$ cat src/rtl/seven_seg_pkg.sv
// Shared constants for the seven-segment scan reader: glyph patterns (active-low),
// segment bit positions and the frame FSM state type.
package seven_seg_pkg;

    localparam logic [6:0] SEG_GLYPH_0 = 7'h01;
    localparam logic [6:0] SEG_GLYPH_1 = 7'h4F;
    localparam logic [6:0] SEG_GLYPH_2 = 7'h12;
    localparam logic [6:0] SEG_GLYPH_3 = 7'h06;
    localparam logic [6:0] SEG_GLYPH_4 = 7'h4C;
    localparam logic [6:0] SEG_GLYPH_5 = 7'h24;
    localparam logic [6:0] SEG_GLYPH_6 = 7'h20;
    localparam logic [6:0] SEG_GLYPH_7 = 7'h0F;
    localparam logic [6:0] SEG_GLYPH_8 = 7'h00;
    localparam logic [6:0] SEG_GLYPH_9 = 7'h04;
    localparam logic [6:0] SEG_GLYPH_A = 7'h08;
    localparam logic [6:0] SEG_GLYPH_B = 7'h60;
    localparam logic [6:0] SEG_GLYPH_C = 7'h31;
    localparam logic [6:0] SEG_GLYPH_D = 7'h42;
    localparam logic [6:0] SEG_GLYPH_E = 7'h30;
    localparam logic [6:0] SEG_GLYPH_F = 7'h38;
    localparam logic [6:0] SEG_BLANK   = 7'h7F;

    localparam int unsigned SEG_A = 6;
    localparam int unsigned SEG_B = 5;
    localparam int unsigned SEG_C = 4;
    localparam int unsigned SEG_D = 3;
    localparam int unsigned SEG_E = 2;
    localparam int unsigned SEG_F = 1;
    localparam int unsigned SEG_G = 0;

    typedef enum logic {
        COLLECT = 1'b0,
        HOLD    = 1'b1
    } frame_state_t;

endpackage

$ cat src/rtl/seven_seg_pattern_to_hex.sv
// Combinational reverse lookup from an active-low segment pattern to a hex nibble.
// With SEG_READER_BLANK_EN the all-off pattern is accepted as nibble 0.
module seven_seg_pattern_to_hex
    import seven_seg_pkg::*;
(
    input  logic [6:0] seg,
    output logic [3:0] nibble,
    output logic       legal
);

    always_comb begin
        nibble = 4'h0;
        legal  = 1'b1;
        case (seg)
            SEG_GLYPH_0: nibble = 4'h0;
            SEG_GLYPH_1: nibble = 4'h1;
            SEG_GLYPH_2: nibble = 4'h2;
            SEG_GLYPH_3: nibble = 4'h3;
            SEG_GLYPH_4: nibble = 4'h4;
            SEG_GLYPH_5: nibble = 4'h5;
            SEG_GLYPH_6: nibble = 4'h6;
            SEG_GLYPH_7: nibble = 4'h7;
            SEG_GLYPH_8: nibble = 4'h8;
            SEG_GLYPH_9: nibble = 4'h9;
            SEG_GLYPH_A: nibble = 4'hA;
            SEG_GLYPH_B: nibble = 4'hB;
            SEG_GLYPH_C: nibble = 4'hC;
            SEG_GLYPH_D: nibble = 4'hD;
            SEG_GLYPH_E: nibble = 4'hE;
            SEG_GLYPH_F: nibble = 4'hF;
`ifdef SEG_READER_BLANK_EN
            SEG_BLANK:   nibble = 4'h0;
`endif
            default:     legal  = 1'b0;
        endcase
    end

endmodule

$ cat src/rtl/seven_seg_scan_reader.sv
// Recovers hex digits from a multiplexed active-low seven-segment bus and presents
// whole frames on valid/ready. SEG_READER_BLANK_EN adds blank-digit support and blank_mask.
module seven_seg_scan_reader
    import seven_seg_pkg::*;
#(
    parameter int unsigned DIGITS        = 4,
    parameter int unsigned STABLE_CYCLES = 4
) (
    input  logic                  clk,
    input  logic                  rst,
    input  logic [6:0]            seg_in,
    input  logic [DIGITS-1:0]     digit_sel,
    output logic [4*DIGITS-1:0]   value,
    output logic                  value_valid,
    input  logic                  value_ready,
    output logic                  pattern_err,
`ifdef SEG_READER_BLANK_EN
    output logic [DIGITS-1:0]     blank_mask,
`endif
    output logic                  overrun
);

    localparam int unsigned KEY_W = DIGITS + 7;
    localparam int unsigned RUN_W = 8;
    localparam logic [RUN_W-1:0] RUN_MAX = RUN_W'(STABLE_CYCLES);

    logic [6:0]          seg_s1, seg_s2;
    logic [DIGITS-1:0]   sel_s1, sel_s2;
    logic [KEY_W-1:0]    prev_key;
    logic [RUN_W-1:0]    run;
    logic [DIGITS-1:0]   seen;
    logic [4*DIGITS-1:0] slots;
    frame_state_t        state;

    logic [KEY_W-1:0]    key_c;
    logic [RUN_W-1:0]    run_next_c;
    logic                capture_c;
    logic                frame_done_c;
    logic [DIGITS-1:0]   seen_next_c;
    logic [3:0]          nibble_c;
    logic                legal_c;

`ifdef SEG_READER_BLANK_EN
    logic [DIGITS-1:0]   blank_slots;
    logic                blank_c;
    assign blank_c = (seg_s2 == SEG_BLANK);
`endif

    seven_seg_pattern_to_hex u_decode (
        .seg    (seg_s2),
        .nibble (nibble_c),
        .legal  (legal_c)
    );

    // Run-length filter; capture fires only on the cycle the run first reaches the threshold.
    always_comb begin
        key_c      = {sel_s2, seg_s2};
        run_next_c = run;
        if (!$onehot(~sel_s2))
            run_next_c = '0;
        else if (key_c != prev_key)
            run_next_c = RUN_W'(1);
        else if (run != RUN_MAX)
            run_next_c = run + RUN_W'(1);
        capture_c    = (run_next_c == RUN_MAX) && (run != RUN_MAX);
        frame_done_c = &seen;
        // Every completed frame clears seen, whether it was loaded or discarded.
        seen_next_c  = frame_done_c ? '0 : seen;
        if (capture_c && legal_c)
            seen_next_c = seen_next_c | ~sel_s2;
    end

    always_ff @(posedge clk or posedge rst) begin
        if (rst) begin
            seg_s1      <= '1;
            seg_s2      <= '1;
            sel_s1      <= '1;
            sel_s2      <= '1;
            prev_key    <= '1;
            run         <= '0;
            seen        <= '0;
            slots       <= '0;
            value       <= '0;
            value_valid <= 1'b0;
            pattern_err <= 1'b0;
            overrun     <= 1'b0;
            state       <= COLLECT;
`ifdef SEG_READER_BLANK_EN
            blank_slots <= '0;
            blank_mask  <= '0;
`endif
        end else begin
            seg_s1      <= seg_in;
            seg_s2      <= seg_s1;
            sel_s1      <= digit_sel;
            sel_s2      <= sel_s1;
            prev_key    <= key_c;
            run         <= run_next_c;
            seen        <= seen_next_c;
            pattern_err <= capture_c && !legal_c;
            overrun     <= 1'b0;

            for (int i = 0; i < int'(DIGITS); i++) begin
                if (capture_c && legal_c && !sel_s2[i]) begin
                    slots[4*i +: 4] <= nibble_c;
`ifdef SEG_READER_BLANK_EN
                    blank_slots[i]  <= blank_c;
`endif
                end
            end

            case (state)
                COLLECT: begin
                    if (frame_done_c) begin
                        value       <= slots;
                        value_valid <= 1'b1;
                        state       <= HOLD;
`ifdef SEG_READER_BLANK_EN
                        blank_mask  <= blank_slots;
`endif
                    end
                end
                HOLD: begin
                    if (value_ready) begin
                        if (frame_done_c) begin
                            value      <= slots;
`ifdef SEG_READER_BLANK_EN
                            blank_mask <= blank_slots;
`endif
                        end else begin
                            value_valid <= 1'b0;
                            state       <= COLLECT;
                        end
                    end else if (frame_done_c) begin
                        overrun <= 1'b1;
                    end
                end
                default: state <= COLLECT;
            endcase
        end
    end

endmodule

$ cat config.mk
export PLATFORM = sky130hd
export DESIGN_NAME = seven_seg_scan_reader
export DESIGN_NICKNAME = d
export VERILOG_FILES = /design/src/rtl/seven_seg_pkg.sv /design/src/rtl/seven_seg_pattern_to_hex.sv /design/src/rtl/seven_seg_scan_reader.sv
export SDC_FILE = /design/constraint.sdc
export NUM_CORES = 1
export LEC_CHECK = 0
export ABC_AREA = 1
export CAP_MARGIN = 20
export CORE_MARGIN = 5
export CORE_UTILIZATION = 31
export DETAILED_ROUTE_END_ITERATION = 10
export PLACE_DENSITY = 0.61
export SLEW_MARGIN = 20
export SYNTH_ARGS = -nofsm -noshare
export SYNTH_HDL_FRONTEND = slang
export SYNTH_HIERARCHICAL = 1
export SYNTH_SLANG_ARGS = --single-unit
$ cat constraint.sdc
create_clock -name clk -period 2.5 [get_ports clk]
set_input_delay 0.5 -clock clk [delete_from_list [all_inputs] [get_ports clk]]
set_output_delay 0.5 -clock clk [all_outputs]
set_load 0.01 [all_outputs]
==> metrics.md <==
| Metric | Value |
|---|---|
| Drt total wl | `7160 um` |
| Slew HR | `0.798` |
| Unrepaired setup endpoints after global routing | `yes` |
| Pre-CTS setup slack | `-148 ps` |
| Clock skew | `5.63 ps` |
| Nets@finish | `469` |
| Power Total | `2.86 mW` |
| WP data required | `2720 ps` |
| Critical Path End Type | `flip-flop` |
| DR vias/cell | `4.48` |
| Area growth, synth to finish | `30.2%` |
| Final Non-Filler Cells | `598` |
| Leak pwr | `2.37 nW` |
| Least-Margin Pin Slew | `303 ps` |
| Vias | `2680` |
| Syn. warnings | `6` |
| Fraction of layout instances using a drive strength above 1 | `0.290` |
| CTS tree | `done` |
| Outcome | `finished, violations left` |
| Clk_lat worst skew | `340 ps` |
| DR iter-0 viols | `108` |
| Top sig layer | `met4` |
| Antenna Nets Post-Route | `0` |
| DRC | `0` |
| Netlist cell types | `27` |
| Period utilisation layout | `1.03` |
| Min-Delay Path Class | `flip-flop to flip-flop` |
| Initial Utilization | `0.317` |
| M1 WL | `3150 um` |
| Synth Register Bits | `81` |
| Global route overflow | `0` |
| Design area | `4730 sq um` |
| WS Path Type | `flip-flop to flip-flop` |
| Antenna diodes | `0` |
| I/O pin total | `33` |
| Crit path DAT | `2800 ps` |
| Vias in the first global route | `2719` |
| Hold path cells | `0` |
| WHS | `351 ps` |
| Mapped Cells | `379` |
| Final setup viols | `17` |
| Crit path time final | `2580 ps` |
| Routed wl met2 | `3530 um` |
| Synth Net Count | `398` |
| Dpl hpwl | `5160 um` |
| CTS Buffer Depth | `2` |
| Die Height | `118 um` |
| Final Max Tran Viols | `0` |
| Placed insts | `569` |
| Initial antenna violation count | `0` |
| Synth Area per Inst | `9.58 sq um` |
| Hold buffers post-CTS | `0` |
| Final core utilization | `0.412` |
| Core area | `11500 sq um` |
| DP Area | `4270 sq um` |
| Setup ws final | `-76.7 ps` |
| Setup crit start kind | `flip-flop` |
| First-pass GRT wire length | `12500 um` |
| Root Buffer | `clkbuf_16` |
| Post-synthesis cell area | `3630 sq um` |
| Drt pass-1 iters | `4` |
| H-tree depth | `3` |
| Final hold violations | `0` |
| Die span in x | `118 um` |
| GRT Util Overall | `0.110` |
| Maximum fanout count along the critical path | `16` |
| IO Port Bufs | `32` |
| Max VDD drop | `421 uV` |
| Failing checks | `setup timing` |
| Sequential area share after synthesis | `0.570` |
| Metal3 WL | `319 um` |
| Die ar. | `14000 sq um` |
| # clock sinks | `81` |
| Worst Reg-to-Reg Cells | `15` |
| Max Cap Viol | `0` |
| # rows | `39` |
| Setup TNS | `-951 ps` |
| Clk slew on worst S/H paths | `60 ps` |
| Routability congestion estimate | `0.816` |
| Power Dens Cells | `605 nW/um^2` |
| Largest net degree at the start of global routing | `58` |
| FMAX | `0.388 GHz` |
| Drt wl/cell | `12.0 um` |
| CTS buffer count | `9` |
[area by class of cell]
class	count	area (sq um)
inverters	49	188
well taps	143	179
clock inverters	4	27.5
multi-input cells	245	1420
fillers	1084	6740
repair buffers	64	601
clock buffers	12	246
flip-flops and latches	81	2070
[synth_stat cells (all sizes together)]
cell | n | area, sq um
nor2 | 50 | 240
o21ai | 3 | 15.0
buf | 4 | 26.3
o211ai | 2 | 15.0
fa | 1 | 20.0
a21oi | 2 | 10.0
ha | 4 | 50.1
dfstp | 33 | 867
mux2 | 16 | 180
inv | 49 | 184
dfrtp | 48 | 1200
nand2 | 107 | 417
nand4 | 28 | 175
xor2 | 5 | 43.8
nand3b | 4 | 30.0
xnor2 | 6 | 52.6
nand3 | 12 | 65.1
or2 | 2 | 12.5
nor3 | 3 | 26.3
[final timing paths]
check,from,endpoint,slack (ps)
hold / removal,sel_s1[3],sel_s2[3],350
setup / recovery,sel_s2[1],slots[9],-80
setup reg to reg,sel_s2[1],slots[9],-80
min in group asynchronous,rst,slots[9],600
max in group asynchronous,rst,prev_key[6],1590
hold reg to reg,sel_s1[3],sel_s2[3],350
[kinds of logic (layout without fill, tap and decap cells)]
logic type,after synthesis,after routing,synth area share
AOI/OAI and AO/OA,7,7,0.0110
xor gates and xnor gates,11,11,0.0265
buffers and inverters,53,129,0.0579
and+or+nand+nor,206,206,0.266
muxes,16,16,0.0496
DFF,81,81,0.570
adders and majority gates,5,5,0.0193
[where the power goes]
part	switching, mW	leakage, nW	internal [mW]
Combinational	0.149	1.22	0.113
Clock	0.503	0.133	0.700
Sequential	0.0268	1.02	1.37
[flip-flops by register name, summed over array words and instances (netlist names)]
| register | cells |
|---|---|
| slots | 16 |
| value | 16 |
| prev_key | 11 |
| run | 8 |
| seg_s1 | 7 |
| seg_s2 | 7 |
| seen | 4 |
| sel_s1 | 4 |
| sel_s2 | 4 |
| overrun | 1 |
| pattern_err | 1 |
| state | 1 |
| value_valid | 1 |
[layer usage]
metal / vias up / track usage
met4: 0 / 0.0430
met5: - / 0
met3: 14 / 0.0358
met1: 1256 / 0.133
met2: 56 / 0.182
li1: 1354 / -
[critical path, stage by stage (launching register included)]
cell	delay [ps]
dfstp_2	540
fa_1	420
inv_2	80
ha_4	130
ha_4	200
nor2_4	120
nand2_4	80
nor2_4	140
nand4_1	160
nand2_2	130
inv_1	60
nand2_2	80
nor2_4	50
buf_12	140
nand4_1	70
nand2_1	70
[repair_timing]
action / CTS / global route
setup endpoints to repair: 20 / 22
resized for setup: 8 / 10
setup buffers: 11 / 4
pin swaps: 19 / 18
[cell usage in the layout (no fill, tap or decap), types with 2 or more instances in the layout]
| cell type | Yosys | layout |
|---|---|---|
| nand2_1 | 103 | 99 |
| dfrtp_1 | 48 | 48 |
| inv_1 | 43 | 40 |
| nor2_1 | 37 | 35 |
| dfstp_2 | 33 | 33 |
| clkdlybuf4s50_1 | 0 | 32 |
| nand4_1 | 28 | 28 |
| buf_4 | 0 | 26 |
| mux2_2 | 16 | 16 |
| nand3_1 | 11 | 11 |
| clkbuf_16 | 0 | 9 |
| nor2_2 | 9 | 8 |
| inv_2 | 6 | 8 |
| nor2_4 | 4 | 7 |
| xnor2_1 | 6 | 6 |
| nand2_2 | 3 | 6 |
| xor2_1 | 5 | 5 |
| nand3b_1 | 4 | 4 |
| buf_6 | 1 | 4 |
| o21ai_0 | 3 | 3 |
| nand2_4 | 1 | 2 |
| o211ai_1 | 2 | 2 |
| or2_1 | 2 | 2 |
| clkinvlp_4 | 0 | 2 |
| a21oi_1 | 2 | 2 |
| ha_4 | 0 | 2 |
| ha_1 | 4 | 2 |
| clkbuf_1 | 0 | 2 |
| buf_12 | 0 | 2 |
Power figures use the tool's default switching activity.
